<file path="src/rtl/gpio_ctrl_apb_timeout_bridge.sv">
// APB bridge from one upstream slave port to NUM_BANKS bank CSR slaves plus an interrupt-status
// CSR. An ACCESS phase that outlasts TIMEOUT_CYCLES is closed with an error response.
module gpio_ctrl_apb_timeout_bridge #(
  parameter int unsigned NUM_BANKS      = 8,
  parameter int unsigned ADDR_W         = 10,
  parameter int unsigned INTR_ADDR      = 'h200,
  parameter int unsigned TIMEOUT_CYCLES = 64
) (
  input  logic                       clk,
  input  logic                       rst,
  input  logic [ADDR_W-1:0]          upstream_paddr,
  input  logic                       upstream_pwrite,
  input  logic                       upstream_psel,
  input  logic                       upstream_penable,
  input  logic [3:0]                 upstream_pstrb,
  input  logic [31:0]                upstream_pwdata,
  output logic [31:0]                upstream_prdata,
  output logic                       upstream_pready,
  output logic                       upstream_pslverr,
  output logic [3:0]                 downstream_paddr,
  output logic                       downstream_pwrite,
  output logic                       downstream_penable,
  output logic [3:0]                 downstream_pstrb,
  output logic [31:0]                downstream_pwdata,
  output logic [NUM_BANKS-1:0]       downstream_bank_psel,
  output logic                       downstream_intr_status_psel,
  input  logic [NUM_BANKS-1:0][31:0] downstream_bank_prdata,
  input  logic [NUM_BANKS-1:0]       downstream_bank_pready,
  input  logic [NUM_BANKS-1:0]       downstream_bank_pslverr,
  input  logic [31:0]                downstream_intr_status_prdata,
  input  logic                       downstream_intr_status_pready,
  input  logic                       downstream_intr_status_pslverr,
  output logic                       bridge_timeout
);

  localparam int unsigned BANK_W = (NUM_BANKS > 1) ? $clog2(NUM_BANKS) : 1;
  localparam int unsigned CNT_W  = (TIMEOUT_CYCLES > 1) ? $clog2(TIMEOUT_CYCLES) : 1;
  localparam logic [CNT_W-1:0] CNT_LAST = CNT_W'((TIMEOUT_CYCLES > 0) ? TIMEOUT_CYCLES - 1 : 0);
  localparam logic [31:0] BANK_SPAN = 32'(NUM_BANKS) << 4;

  typedef enum logic [1:0] {IDLE, SETUP, ACCESS, DONE} state_t;

  state_t               r_state;
  logic [CNT_W-1:0]     r_cnt;
  logic [BANK_W-1:0]    r_bank_idx;
  logic                 r_tgt_intr;
  logic [3:0]           r_paddr;
  logic                 r_pwrite;
  logic                 r_penable;
  logic [3:0]           r_pstrb;
  logic [31:0]          r_pwdata;
  logic [NUM_BANKS-1:0] r_bank_psel;
  logic                 r_intr_psel;
  logic [31:0]          r_prdata;
  logic                 r_pready;
  logic                 r_pslverr;

  logic [31:0]          w_addr32;
  logic                 w_is_bank;
  logic                 w_is_intr;
  logic                 w_setup;
  logic [BANK_W-1:0]    w_bank_idx;
  logic [NUM_BANKS-1:0] w_bank_onehot;
  logic                 w_sel_pready;
  logic                 w_sel_pslverr;
  logic [31:0]          w_sel_prdata;
  logic                 w_timeout;

  assign w_addr32  = 32'(upstream_paddr);
  assign w_is_bank = (w_addr32 < BANK_SPAN);
  assign w_is_intr = (w_addr32 == INTR_ADDR);
  assign w_setup   = upstream_psel && !upstream_penable;

  generate
    if (NUM_BANKS > 1) begin : g_bank_idx
      assign w_bank_idx = upstream_paddr[BANK_W+3:4];
    end else begin : g_bank_idx_single
      assign w_bank_idx = '0;
    end
  endgenerate

  always_comb begin
    w_bank_onehot = '0;
    w_bank_onehot[w_bank_idx] = 1'b1;
  end

  // Only the captured target's response is looked at; all other slaves are ignored.
  assign w_sel_pready  = r_tgt_intr ? downstream_intr_status_pready  : downstream_bank_pready[r_bank_idx];
  assign w_sel_pslverr = r_tgt_intr ? downstream_intr_status_pslverr : downstream_bank_pslverr[r_bank_idx];
  assign w_sel_prdata  = r_tgt_intr ? downstream_intr_status_prdata  : downstream_bank_prdata[r_bank_idx];

  // Flags the final ACCESS cycle itself, so the pulse leads the dropped psel by one cycle.
  assign w_timeout = (TIMEOUT_CYCLES != 0) && (r_state == ACCESS) && !w_sel_pready &&
                     (r_cnt == CNT_LAST);

  always_ff @(posedge clk or posedge rst) begin
    if (rst) begin
      r_state     <= IDLE;
      r_cnt       <= '0;
      r_bank_idx  <= '0;
      r_tgt_intr  <= 1'b0;
      r_paddr     <= '0;
      r_pwrite    <= 1'b0;
      r_penable   <= 1'b0;
      r_pstrb     <= '0;
      r_pwdata    <= '0;
      r_bank_psel <= '0;
      r_intr_psel <= 1'b0;
      r_prdata    <= '0;
      r_pready    <= 1'b0;
      r_pslverr   <= 1'b0;
    end else begin
      case (r_state)
        IDLE: begin
          r_cnt <= '0;
          if (w_setup) begin
            r_paddr    <= upstream_paddr[3:0];
            r_pwrite   <= upstream_pwrite;
            r_pstrb    <= upstream_pstrb;
            r_pwdata   <= upstream_pwdata;
            r_bank_idx <= w_bank_idx;
            r_tgt_intr <= !w_is_bank && w_is_intr;
            if (w_is_bank || w_is_intr) begin
              r_bank_psel <= w_is_bank ? w_bank_onehot : '0;
              r_intr_psel <= !w_is_bank;
              r_penable   <= 1'b0;
              r_state     <= SETUP;
            end else begin
              r_prdata  <= '0;
              r_pslverr <= 1'b1;
              r_pready  <= 1'b1;
              r_state   <= DONE;
            end
          end
        end
        SETUP: begin
          r_penable <= 1'b1;
          r_cnt     <= '0;
          r_state   <= ACCESS;
        end
        ACCESS: begin
          if (w_sel_pready || w_timeout) begin
            r_prdata    <= (w_sel_pready && !r_pwrite) ? w_sel_prdata : 32'h0;
            r_pslverr   <= w_sel_pready ? w_sel_pslverr : 1'b1;
            r_pready    <= 1'b1;
            r_bank_psel <= '0;
            r_intr_psel <= 1'b0;
            r_penable   <= 1'b0;
            r_state     <= DONE;
          end else begin
            r_cnt <= r_cnt + 1'b1;
          end
        end
        DONE: begin
          r_prdata  <= '0;
          r_pslverr <= 1'b0;
          r_pready  <= 1'b0;
          r_state   <= IDLE;
        end
        default: r_state <= IDLE;
      endcase
    end
  end

  assign upstream_prdata             = r_prdata;
  assign upstream_pready             = r_pready;
  assign upstream_pslverr            = r_pslverr;
  assign downstream_paddr            = r_paddr;
  assign downstream_pwrite           = r_pwrite;
  assign downstream_penable          = r_penable;
  assign downstream_pstrb            = r_pstrb;
  assign downstream_pwdata           = r_pwdata;
  assign downstream_bank_psel        = r_bank_psel;
  assign downstream_intr_status_psel = r_intr_psel;
  assign bridge_timeout              = w_timeout;

endmodule

</file>
<file path="config.mk">
export PLATFORM = sky130hd
export DESIGN_NAME = gpio_ctrl_apb_timeout_bridge
export DESIGN_NICKNAME = d
export VERILOG_FILES = /design/src/rtl/gpio_ctrl_apb_timeout_bridge.sv
export SDC_FILE = /design/constraint.sdc
export NUM_CORES = 1
export LEC_CHECK = 0
export CAP_MARGIN = 0
export CELL_PAD_IN_SITES_DETAIL_PLACEMENT = 1
export CELL_PAD_IN_SITES_GLOBAL_PLACEMENT = 2
export CORE_ASPECT_RATIO = 1.1
export CORE_UTILIZATION = 19
export DETAILED_ROUTE_END_ITERATION = 10
export GPL_TIMING_DRIVEN = 0
export PLACE_DENSITY_LB_ADDON = 0.1
export SETUP_SLACK_MARGIN = 0.02
export SLEW_MARGIN = 5
export SYNTH_ARGS = -nofsm -noshare
export SYNTH_HDL_FRONTEND = slang
export SYNTH_SLANG_ARGS = --single-unit
</file>
<file path="constraint.sdc">
create_clock -name clk -period 3.89 [get_ports clk]
set_clock_uncertainty 0.05 [all_clocks]
set_input_delay 0.9725 -clock clk [delete_from_list [all_inputs] [get_ports clk]]
set_output_delay 0.9725 -clock clk [all_outputs]
set_load 0.02 [all_outputs]
</file>
==> reports/qor.csv <==
metric;value;unit
WS Path Type;in -> out;
Clock Tree Buf Depth;2;
worst r2r src;r_state[0]$_DFFE_PP0P_;
cell depth of the worst setup path;6;
die area;33420;sq um
worst-path fanout max;4;
pin count of the biggest net entering global routing;70;
design area;11510;sq um
fmax;265.6;MHz
Adder-Cell Fraction of Synth Area;1.007;%
Final nets;1394;
Syn Area/Cell;10.73;sq um
GRT overflow;0;
Pwr Density;565.1;nW/um^2
Compound-Gate Fraction of Synth Area;13.76;%
Reg clk slew, reported paths;0.08;ns
Internal;3.830;mW
status;finished, final reports clean;
# Max-Cap Violations;0;
Core Footprint;32200;sq um
placed inst area;11180;sq um
#FFs+latches synth;97;
Vias;6442;
slew of the pin with the lowest slew margin;0.9365;ns
final setup vio count;0;
crit path from;downstream_bank_pready[7];
row count;69;
Crit path max-delay family;multiplexers;
Setup crit end kind;output port;
Post-synth EDFFs;0;
R2R Path End;upstream_prdata[13]$_DFFE_PP0P_;
Max H-tree Level;3;
ys flop type;dfrtp_1;
Switching Fraction;41.10;%
hpwl dp;26370;microns
drt pass-1 iters;4;
leakage;4.712;nW
post-layout util;35.73;%
clk_lat worst skew;0.35;ns
Final min period;3.765;ns
detailed-route wire length;31290;microns
wire length per cell;21.33;microns
Chip Width;174.4;microns
share of cells above drive strength 1;11.38;%
Pwr Total;6.502;mW
first-pass GRT wire length;45280;microns
critical-path cell list;clkdlybuf4s50_1 -> mux4_2 -> mux2i_4 -> nand3b_4 -> a21oi_1 -> buf_2;
Area Overhead vs Synth;85.22;%
pins over their slew limit;0;
period utilisation layout;96.78;%
CTS tree;yes;
Synth warnings;0;
routability cong.;0.7438;
WHS;0.4257;ns
library cells used by synthesis;49;
Hold Path Class;reg -> reg;
main combinational cell family by area after synthesis;multiplexers;
Routed Antenna Nets;0;
r2r setup slk;0.84;ns
register area share after synthesis;39.07;%
combinational power share;62.1;%
Inst Count DP;1446;
clk sinks;97;
Final Hold Viols;0;
First DRT Iteration DRCs;298;
Crit-path slowest cell;mux4_2;
Net Sw Power;2.673;mW
number of buffers and inverters on the critical path;2;
CP required;2.87;ns
R2R cell count;10;
Post-Synth Simple-Gate Area;12.71;%
Slew Limit Headroom;37.57;%
fillers;3609;
Clk pwr share;14.9;%
PnR worst setup slack;0.1252;ns
Mapped Cells;579;
Initial Util;19.29;%
xor/xnor share of the synthesized area;0;%
Worst setup SP type;primary input;
Netlist Area Pre-Place;6212;sq um
syn_nets;941;
Seq pwr share;23.0;%
RSZ-0062 raised after global routing;no;
vias in the first global route;7088;
fin cells;1467;
Worst VDD drop;0.2066;mV
Root Buffer;clkbuf_16;
port bufs;440;
setup tns final;0;ns
Post-Place Setup Slack;-0.4379;ns
die height;191.6;microns
Critical path destination;bridge_timeout;
Inserted Clock Buffers;9;
Post-synth ARST share;100.0;%
Critical Path AT;2.74;ns
worst stage delay on the critical path;0.54;ns
initial antenna violation count;5;
total track usage;18.51;%
Ports;443;
post-synthesis mux area share;27.53;%
DRC;0;
vias per std cell;4.391;
worst min path at each step:
| stage | cells past startpoint | slack, ns | endpoint | startpoint |
|---|---|---|---|---|
| floorplan | 1 | 0.42 | r_cnt[4]$_DFFE_PP0P_ | r_cnt[4]$_DFFE_PP0P_ |
| global placement | 2 | 0.41 | downstream_pwdata[14]$_DFFE_PP0P_ | downstream_pwdata[14]$_DFFE_PP0P_ |
| detailed placement | 2 | 0.41 | downstream_pwdata[20]$_DFFE_PP0P_ | downstream_pwdata[20]$_DFFE_PP0P_ |
| CTS | 2 | 0.43 | downstream_pwdata[20]$_DFFE_PP0P_ | downstream_pwdata[20]$_DFFE_PP0P_ |
| global route | 2 | 0.45 | downstream_pwdata[0]$_DFFE_PP0P_ | downstream_pwdata[0]$_DFFE_PP0P_ |
| finish | 2 | 0.43 | downstream_pwdata[20]$_DFFE_PP0P_ | downstream_pwdata[20]$_DFFE_PP0P_ |
worst min-delay path, delay by kind of cell, from the launching register on:
family / cells / cell delay (ns)
flip-flops: 1 / 0.34
AND/OR/NAND/NOR: 2 / 0.11
registers in the layout, indices dropped and copies added (netlist names), 2 cells and up:
name and cells:
r_cnt 6, upstream_prdata 32, downstream_paddr 4, downstream_pwdata 32, downstream_bank_psel 8, r_state 2
downstream_pstrb 4, r_bank_idx 3
power by group through the flow:
stage,Sequential [mW],Combinational (mW),Clock [mW]
after floorplan,1.83,2.11,0
after global placement,1.51,4.12,0
after detailed placement,1.52,4.12,0
after CTS,1.50,4.13,1.02
after global routing,1.55,4.40,1.05
final,1.50,4.04,0.969
cells in the mapped netlist (3+ instances only):
| cell | count | area, sq um |
|---|---|---|
| a21oi_1 | 35 | 175.2 |
| a22o_1 | 32 | 280.3 |
| buf_1 | 4 | 15.01 |
| buf_2 | 11 | 55.05 |
| clkbuf_1 | 31 | 116.4 |
| dfrtp_1 | 97 | 2427 |
| ha_1 | 5 | 62.56 |
| inv_1 | 40 | 150.1 |
| mux2_4 | 9 | 135.1 |
| mux4_2 | 68 | 1531 |
| nand2_1 | 143 | 536.8 |
| nand2b_1 | 3 | 18.77 |
| nand3_1 | 4 | 20.02 |
| nor2_1 | 7 | 26.28 |
| nor2b_1 | 3 | 18.77 |
| nor3_1 | 4 | 20.02 |
| nor3b_1 | 4 | 30.03 |
| o21ai_0 | 7 | 35.03 |
| o22ai_1 | 34 | 212.7 |
| or3_1 | 3 | 18.77 |
what timing repair did:
item / 4_1_cts / 5_1_grt
hold buffers: 0 / 0
endpoints found under the hold margin: 0 / 0
setup buffers: 1 / 0
resized for setup: 4 / 0
setup endpoints to repair: 1 / 0
layer usage:
metal  up-vias  track usage (%)  wire length [microns]
met3        20            3.998                   1708
met4         2            4.858                    357
met1      3173            22.08                  12460
met2       215            33.45                  16760
met5         -                0                     17
li1       3032                -                      -
cells in the final DEF (no fill, tap or decap), types with 3 or more instances in the layout:
cell type / Yosys / layout
o22ai_1: 34 / 34
buf_1: 4 / 4
diode_2: 0 / 4
nand2b_1: 3 / 3
ha_1: 5 / 5
mux2_4: 9 / 9
dfrtp_1: 97 / 97
buf_4: 2 / 3
nor2_1: 7 / 7
a22o_1: 32 / 32
nand2_1: 143 / 143
clkdlybuf4s50_1: 0 / 439
nor2b_1: 3 / 3
inv_6: 0 / 5
nor3_1: 4 / 4
clkbuf_1: 31 / 31
buf_2: 11 / 12
inv_1: 40 / 39
mux4_2: 68 / 68
a21oi_1: 35 / 35
o21ai_0: 7 / 7
or3_1: 3 / 3
nand3_1: 4 / 4
clkbuf_16: 0 / 9
nor3b_1: 4 / 4
area by class of cell:
| type | instances | area, sq um | share of cell area (%) |
|---|---|---|---|
| diodes | 4 | 10.01 | 0.08699 |
| plain buffers | 50 | 217.7 | 1.892 |
| clock buffers | 9 | 225.2 | 1.957 |
| clock inverters | 7 | 86.33 | 0.7503 |
| inverters | 40 | 155.1 | 1.348 |
| multi-input cells | 392 | 3417 | 29.70 |
| flip-flops and latches | 97 | 2427 | 21.10 |
| well taps | 426 | 533.0 | 4.632 |
| repair buffers | 442 | 4434 | 38.54 |
cells by family (layout without fill, tap and decap cells):
kind of cell    after synthesis  in the layout
other cells                   0              4
mux                          80             80
simple gates                182            182
flops                        97             97
compound gates              125            125
buf+inv                      90            548
fa+ha+maj                     5              5
Power figures use the tool's default switching activity.
